### config.mk
export PLATFORM = sky130hd
export DESIGN_NAME = dlx_instr_encoder
export DESIGN_NICKNAME = d
export VERILOG_FILES = /design/src/rtl/dlx_pkg.sv /design/src/rtl/dlx_field_pack.sv /design/src/rtl/dlx_instr_encoder.sv
export SDC_FILE = /design/constraint.sdc
export NUM_CORES = 1
export LEC_CHECK = 0
export ABC_CLOCK_PERIOD_IN_PS = 2000
export CORE_ASPECT_RATIO = 0.75
export CORE_MARGIN = 5
export CORE_UTILIZATION = 40
export CTS_CLUSTER_DIAMETER = 60
export CTS_CLUSTER_SIZE = 24
export DETAILED_ROUTE_END_ITERATION = 8
export MAX_ROUTING_LAYER = met4
export PLACE_DENSITY = 0.76
export SETUP_SLACK_MARGIN = 0.4
export SLEW_MARGIN = 30
export SYNTH_ARGS = -nofsm -noshare
export SYNTH_HDL_FRONTEND = slang
export SYNTH_SLANG_ARGS = --single-unit
### constraint.sdc
create_clock -name clk -period 2 [get_ports clk]
set_clock_uncertainty 0.05 [all_clocks]
set_input_delay 0.6 -clock clk [delete_from_list [all_inputs] [get_ports clk]]
set_output_delay 0.6 -clock clk [all_outputs]
set_load 0.03 [all_outputs]
### src/rtl/dlx_pkg.sv
// rtl/dlx_pkg.sv - DLX opcode/func constants and encoder enums shared with the decoder
package dlx_pkg;

  localparam logic [5:0] ALU_OP = 6'h00;
  localparam logic [5:0] J      = 6'h02;
  localparam logic [5:0] JAL    = 6'h03;
  localparam logic [5:0] BEQZ   = 6'h04;
  localparam logic [5:0] BNEZ   = 6'h05;
  localparam logic [5:0] ADDI   = 6'h08;
  localparam logic [5:0] SUBI   = 6'h0A;
  localparam logic [5:0] ANDI   = 6'h0C;
  localparam logic [5:0] ORI    = 6'h0D;
  localparam logic [5:0] XORI   = 6'h0E;
  localparam logic [5:0] LHI    = 6'h0F;
  localparam logic [5:0] LW     = 6'h23;
  localparam logic [5:0] SW     = 6'h2B;

  localparam logic [5:0] FUNC_SLL = 6'h04;
  localparam logic [5:0] FUNC_SRL = 6'h06;
  localparam logic [5:0] FUNC_ADD = 6'h20;
  localparam logic [5:0] FUNC_SUB = 6'h22;
  localparam logic [5:0] FUNC_AND = 6'h24;
  localparam logic [5:0] FUNC_OR  = 6'h25;
  localparam logic [5:0] FUNC_XOR = 6'h26;

  typedef enum logic [2:0] {
    KIND_R    = 3'd0,
    KIND_I    = 3'd1,
    KIND_J    = 3'd2,
    KIND_LI32 = 3'd3,
    KIND_NOP  = 3'd4
  } kind_e;

  typedef enum logic [1:0] {
    ST_EMPTY = 2'd0,
    ST_FULL  = 2'd1,
    ST_PEND  = 2'd2
  } enc_state_e;

endpackage

### src/rtl/dlx_field_pack.sv
// rtl/dlx_field_pack.sv - combinational packer from descriptor to one or two DLX words
module dlx_field_pack
  import dlx_pkg::*;
(
  input  logic [2:0]  kind_i,
  input  logic [5:0]  opcode_i,
  input  logic [5:0]  func_i,
  input  logic [4:0]  rs1_i,
  input  logic [4:0]  rs2_i,
  input  logic [4:0]  rd_i,
  input  logic [31:0] imm_i,
  output logic [31:0] word0_o,
  output logic [31:0] word1_o,
  output logic        two_words_o,
  output logic        imm_err_o,
  output logic        kind_err_o
);

  always_comb begin
    word0_o     = '0;
    word1_o     = '0;
    two_words_o = 1'b0;
    imm_err_o   = 1'b0;
    kind_err_o  = 1'b0;
    case (kind_e'(kind_i))
      KIND_R: word0_o = {ALU_OP, rs1_i, rs2_i, rd_i, 5'd0, func_i};
      KIND_I: begin
        word0_o   = {opcode_i, rs1_i, rd_i, imm_i[15:0]};
        imm_err_o = !((imm_i[31:16] == 16'h0000) || (imm_i[31:16] == 16'hFFFF));
      end
      KIND_J: begin
        // Offset must sign-extend from bit 25, so bits 31..25 all agree.
        word0_o   = {opcode_i, imm_i[25:0]};
        imm_err_o = !((imm_i[31:25] == 7'h00) || (imm_i[31:25] == 7'h7F));
      end
      KIND_LI32: begin
        word0_o     = {LHI, 5'd0, rd_i, imm_i[31:16]};
        word1_o     = {ORI, rd_i, rd_i, imm_i[15:0]};
        two_words_o = (imm_i[15:0] != 16'h0000);
      end
      KIND_NOP: word0_o = '0;
      default:  kind_err_o = 1'b1;
    endcase
  end

endmodule

### src/rtl/dlx_instr_encoder.sv
// rtl/dlx_instr_encoder.sv - streaming DLX encoder: handshake FSM, output word, address and count
module dlx_instr_encoder
  import dlx_pkg::*;
#(
  parameter int          COUNT_W    = 16,
  parameter logic [31:0] RESET_ADDR = 32'h0000_0000
) (
  input  logic               clk,
  input  logic               rst_n,
  input  logic               start,
  input  logic [31:0]        base_addr,
  input  logic               in_valid,
  output logic               in_ready,
  input  logic [2:0]         in_kind,
  input  logic [5:0]         in_opcode,
  input  logic [5:0]         in_func,
  input  logic [4:0]         in_rs1,
  input  logic [4:0]         in_rs2,
  input  logic [4:0]         in_rd,
  input  logic [31:0]        in_imm,
  output logic               out_valid,
  input  logic               out_ready,
  output logic [0:31]        out_instr,
  output logic [31:0]        out_addr,
  output logic [COUNT_W-1:0] count,
  output logic               imm_err,
  output logic               kind_err
);

  enc_state_e         state_q, state_d;
  logic [31:0]        instr_q, instr_d;
  logic [31:0]        pend_q, pend_d;
  logic [31:0]        addr_q, addr_d;
  logic [COUNT_W-1:0] count_q, count_d;
  logic               imm_err_q, imm_err_d;
  logic               kind_err_q, kind_err_d;

  logic [31:0] pk_word0, pk_word1;
  logic        pk_two, pk_imm_err, pk_kind_err;
  logic        accept, xfer;

  dlx_field_pack u_pack (
    .kind_i      (in_kind),
    .opcode_i    (in_opcode),
    .func_i      (in_func),
    .rs1_i       (in_rs1),
    .rs2_i       (in_rs2),
    .rd_i        (in_rd),
    .imm_i       (in_imm),
    .word0_o     (pk_word0),
    .word1_o     (pk_word1),
    .two_words_o (pk_two),
    .imm_err_o   (pk_imm_err),
    .kind_err_o  (pk_kind_err)
  );

  assign in_ready  = !start && ((state_q == ST_EMPTY) || ((state_q == ST_FULL) && out_ready));
  assign out_valid = (state_q != ST_EMPTY);
  assign accept    = in_valid && in_ready;
  assign xfer      = out_valid && out_ready;

  always_comb begin
    state_d    = state_q;
    instr_d    = instr_q;
    pend_d     = pend_q;
    addr_d     = addr_q;
    count_d    = count_q;
    imm_err_d  = imm_err_q;
    kind_err_d = kind_err_q;

    if (xfer) begin
      addr_d  = addr_q + 32'd4;
      count_d = count_q + COUNT_W'(1);
    end

    case (state_q)
      ST_EMPTY: begin
        if (start) begin
          addr_d     = base_addr;
          count_d    = '0;
          imm_err_d  = 1'b0;
          kind_err_d = 1'b0;
        end
      end
      ST_FULL: if (out_ready) state_d = ST_EMPTY;
      ST_PEND: begin
        if (out_ready) begin
          instr_d = pend_q;
          state_d = ST_FULL;
        end
      end
      default: state_d = ST_EMPTY;
    endcase

    // A new descriptor overrides the drain decision above, giving 1 word/cycle.
    if (accept) begin
      instr_d    = pk_word0;
      pend_d     = pk_word1;
      state_d    = pk_two ? ST_PEND : ST_FULL;
      imm_err_d  = imm_err_q | pk_imm_err;
      kind_err_d = kind_err_q | pk_kind_err;
    end
  end

  always_ff @(posedge clk) begin
    if (!rst_n) begin
      state_q    <= ST_EMPTY;
      instr_q    <= '0;
      pend_q     <= '0;
      addr_q     <= RESET_ADDR;
      count_q    <= '0;
      imm_err_q  <= 1'b0;
      kind_err_q <= 1'b0;
    end else begin
      state_q    <= state_d;
      instr_q    <= instr_d;
      pend_q     <= pend_d;
      addr_q     <= addr_d;
      count_q    <= count_d;
      imm_err_q  <= imm_err_d;
      kind_err_q <= kind_err_d;
    end
  end

  assign out_instr = instr_q;
  assign out_addr  = addr_q;
  assign count     = count_q;
  assign imm_err   = imm_err_q;
  assign kind_err  = kind_err_q;

endmodule

# Word-level counts from Yosys, hierarchy flattened
# Cells that the tools add are included.
# totals
word_cells	69
output_inout_bits	84
reg_bits	116
in_bits	99
# op_classes
n_reduce_logical	24
addsub	2
n_eq_ne	11
bitwise	2
n_mux	23
# ops
op	count
32-bit two-way mux	6
32-bit one-hot mux with 4 select lines	1
16-bit two-way mux	3
32-bit by 3-bit adder with 32-bit output, second input constant	1
30-bit two-way mux	1
16-bit by 1-bit adder with 16-bit output, second input constant	1
16-bit == test, second input constant	1
16-bit logical NOT	1
16-bit nonzero test	1
2-bit nonzero test	5
2-bit two-way mux	4
7-bit == test, second input constant	1
7-bit logical NOT	1
3-bit by 2-bit == test with 1-bit output, second input constant	2
1-bit two-way mux	6
3-bit != test, second input constant	2
2-bit one-hot mux with 3 select lines	1
5-bit OR reduction	1
1-bit logical AND	4
2-bit AND reduction	2
3-bit by 1-bit == test with 1-bit output, second input constant	1
3-bit == test, second input constant	1
1-bit logical NOT	3
3-bit logical NOT	1
other kinds (8)	11

# Depth between registers and ports, before layout
# Gate-level depths: netlist (run 1).
# depth
depth_word	7
mapped_depth	8
ltp_nobuf	5

# Cells and area by module
# From an unflattened synthesis (run 1), not the netlist that was laid out.
# hier_totals
cells_unflattened	782
area_unflattened_um2	6277.3
# modules_own_cells
mod	area_each_um2	cells_each	instances	seq_area_each_um2
dlx_instr_encoder	5161.2	610	1	2322.2
dlx_field_pack	1116.1	172	1	0.0

# Least setup slack after synthesis (run 1)
# No wires, ideal clock.
# synth_path
kind	input port to flip-flop
from	input port out_ready
to	register addr_q[28] (netlist: out_addr[28])
setup_slack_ps	-95
cell_stages	6
t_required_ps	1876
setup_ps	74
arrival_time_ps	1971
path_buffers	1
path_cell_list	clkbuf_2 -> o2111a_2 -> nand3_4 -> or3_4 -> or3_1 -> a31oi_1
# synth_between
elab_chain_len	4
# synth_rtl
element	line_no	rtl
start, declared	dlx_instr_encoder.sv:22	input logic out_ready,
1-bit logical AND (*)	dlx_instr_encoder.sv:60	assign xfer = out_valid && out_ready;
32-bit two-way mux (*)	dlx_instr_encoder.sv:71	if (xfer) begin
32-bit two-way mux	dlx_instr_encoder.sv:78	if (start) begin
32-bit two-way mux (*)	dlx_instr_encoder.sv:76	case (state_q)
end signal, assigned	dlx_instr_encoder.sv:118	addr_q <= addr_d;
end, declared	dlx_instr_encoder.sv:33	logic [31:0] addr_q, addr_d;
# Mark *: on every way between the ends. The rest lies on a longest branch, timed or not.
# A chain may end at the register's enable or synchronous reset.

# Worst setup path in the final report (run 1)
# layout_path
from	register state_q[0]
to	output port in_ready
# layout_between
elab_chain_len	4
word_cells_on_any_way	5
cone_classes	eq/ne (1); reduce/logical (4)
# layout_rtl
element	line_no	rtl
start, declared	dlx_instr_encoder.sv:30	enc_state_e state_q, state_d;
start signal, assigned	dlx_instr_encoder.sv:115	state_q <= state_d;
2-bit by 1-bit == test with 1-bit output	dlx_instr_encoder.sv:57	assign in_ready = !start && ((state_q == ST_EMPTY) || ((state_q == ST_FULL) && out_ready));
1-bit logical AND	dlx_instr_encoder.sv:57	
1-bit logical OR (*)	dlx_instr_encoder.sv:57	
1-bit logical AND (*)	dlx_instr_encoder.sv:57	
end, declared	dlx_instr_encoder.sv:13	output logic in_ready,
# Marks and branches as above.

==> results.md, run 1 <==
* WL final at 23,030 um
* Synth cell types at 43
* Core footprint at 0.01239 mm2
* WP data required at 1350 ps
* Filler cell count at 836
* First-pass GRT wire length at 34,110 um
* Leakage at 3.767 nW
* Outcome: finished clean
* Post-synthesis cell count at 644
* Final setup viols at 0
* Area growth from synthesis to layout at 86.46%
* Cell taking the most area after synthesis: dfxtp_1
* Mapped Area at 0.005120 mm2
* Full die area at 0.01519 mm2
* Max Slew Vio Count at 0
* Nets at 1,038
* Post-layout util at 0.7703
* Register area share after synthesis at 0.4145
* Starting Density at 0.4131
* Longest Clk Path Bufs at 2
* CTS H-Tree Depth at 3
* Final min period at 1886 ps
* Via count at 6,358
* #FFs+latches synth at 106
* Grt ovf at 0
* CTS tree: yes
* Hold Crit Class: reg2reg
* Final Hold Vio Count at 0
* Area contributors post-synth: dfxtp_1 41%, a21oi_1 6.5%, nor2_1 5.8%, o21ai_0 5.8%, xnor2_1 3.9%
* Die Span Y at 108.0 um
* Count leader, synth: dfxtp_1
* Die width at 140.6 um
* Max VDD drop at 0.0004291 V
* FFs w/ async S/R, synth at 0
* R2R depth at 9
* DRT iter0 DRCs at 523
* Crit Path Class: reg2out
* Crit. End Element: primary output
* DRT Pass-1 Iters at 6
* Ant diodes at 0
* Setup TNS at 0 ps
* Dpl hpwl at 15,280 um
* MaxCap Viol Count at 0
* Final GP Congestion at 0.9387
* Total power at 5.746 mW
* Routed vias/inst at 5.743
* Worst setup SP type: flip-flop
* Site Rows at 35
* Max Fclk at 0.5302 GHz
* Cts hold-fix bufs at 0
* Ys flop type: dfxtp_1
* Ratio of cells with drive above 1 in the final layout at 0.4687
* I/O Buffers at 182
* Reg clk slew, reported paths at 70 ps
* Pin count of the biggest net entering global routing at 27
* Vias in the first global route at 6,336
* GRT Total Usage at 0.2896
* Placed cell count at 1,047
* Hold Startpoint: pend_q[7]
* Synthesized area per cell at 7.950 um2
* Total CTS buffers at 9
* PD cells at 601.9 mW/mm2
* Post-route DRC at 0
* Antenna viol nets, final at 0
* Worst EP arrival at 1240 ps
* Max-slew headroom at 0.6140
* Clk_lat worst skew at 340 ps
* Worst reg2reg path startpoint: state_q[0]
* Post-synth EDFFs at 0
* Hold endpoint: pend_q[7]
* Crit-path max FO at 3
* Least-Margin Pin Slew at 578.4 ps
* R2R setup slack at 170 ps
* Wire per inst at 20.80 um
* Synthesized Nets at 745
* Top post-synthesis cells by count: 106 x dfxtp_1, 79 x nor2_1, 67 x a21oi_1, 59 x o21ai_0, 49 x nand2_1
* Finished Layout Cells at 1,107
* IO Pins at 183
* RSZ-0062 raised after global routing: true
* Initial antenna violation count at 0
* CTS Sinks at 106
* CTS root buf: clkbuf_16
* Synth warn at 0
* Crit share post-route at 0.9430
* Hold path depth at 2
* Synth top area share at 0.4145
* Worst r2r dst: out_instr[29]
worst max-delay path, stage by stage, from the launching register on:
cell and delay (ps):
dfxtp_4 350, or2b_1 260, and2_4 150, buf_6 130
report_power, final:
group          internal (mW)  switching [mW]  leakage (nW)
sequential              2.23           0.102         0.882
clock                  0.968           0.789         0.132
combinational          0.771           0.886          2.75
total                   3.97            1.78          3.77
repair_timing:
action,CTS,global route
buffers inserted,28,7
setup endpoints to repair,188,120
gates cloned,10,0
gates resized for setup,609,112
pin swaps,65,68
endpoints found under the hold margin,0,0
cells in the final DEF (no fill, tap or decap), drive strengths merged, types with 2 or more instances in the layout:
cell and count:
buf 232, dfxtp 106, nor2 79, clkdlybuf4s50 78, a21oi 67, o21ai 60
nand2 49, nand3 41, xnor2 23, nand4 18, xor2 18, clkbuf 17
nor3 17, nor4 13, dlygate4sd2 12, a222oi 11, o211ai 11, a211oi 10
a22oi 8, and4 7, o21a 7, nor2b 7, and3 7, mux2i 5
mux2 5, and2 4, or3 4, nand3b 3, inv 3, ha 2
clkinvlp 2, clkinv 2, nor3b 2, or4 2
kinds of logic after synthesis:
kind of cell / synth area share
AND/OR/NAND/NOR: 0.2444
buffers and inverters: 0.03861
multiplexers: 0.02077
adder cells (fa/ha/maj): 0.004887
XOR/XNOR: 0.07014
flip-flops: 0.4145
AO/OA/AOI/OAI: 0.2067
sequential cells by signal (all words and copies together) (netlist names):
| register | flops |
|---|---|
| count | 16 |
| imm_err | 1 |
| kind_err | 1 |
| out_addr | 32 |
| out_instr | 32 |
| pend_q | 22 |
| state_q | 2 |
worst max path at each step:
stage / start / cells after the start / to
after floorplan: out_ready / 6 / out_addr[28]
after global placement: in_kind[1] / 6 / out_instr[18]
after detailed placement: in_kind[1] / 6 / out_instr[17]
after CTS: state_q[0] / 3 / in_ready
after global routing: state_q[0] / 3 / in_ready
final: state_q[0] / 3 / in_ready
layer usage:
layer / GRT usage / routed length [um]
met3: 0.07427 / 1959
met2: 0.4628 / 10920
met4: 0.08091 / 590
met1: 0.3660 / 9565
met5: - / 0
through the flow:
stage	setup slack (ps)	hold slack, ps	area (um2)
6_report	113.9	404.7	9547
2_1_floorplan	-86.44	378.7	5624
5_1_grt	77.23	433.1	9547
4_1_cts	130.6	402.4	9070
3_3_place_gp	-532.3	386.3	8212
3_5_place_dp	-671.1	392.8	8212
area by class of cell:
cell class / instances / area [um2] / area share
multi-input combinational: 487 / 3745 / 0.3923
tap: 166 / 207.7 / 0.02176
timing repair buffer: 329 / 3113 / 0.3261
clock buffer: 11 / 232.7 / 0.02438
clock inverter: 4 / 53.80 / 0.005636
inverter: 4 / 15.01 / 0.001573
sequential: 106 / 2180 / 0.2283
No activity file was read; power rests on OpenSTA's default activity.
==> run 2, diff against run 1 <==
--- a/config.mk
+++ b/config.mk
@@ -15,7 +15,6 @@
 export MAX_ROUTING_LAYER = met4
 export PLACE_DENSITY = 0.76
 export SETUP_SLACK_MARGIN = 0.4
-export SLEW_MARGIN = 30
 export SYNTH_ARGS = -nofsm -noshare
 export SYNTH_HDL_FRONTEND = slang
 export SYNTH_SLANG_ARGS = --single-unit
==> results of run 2 <==
No change in the layout: final DEF, timing and power equal those of run 1.
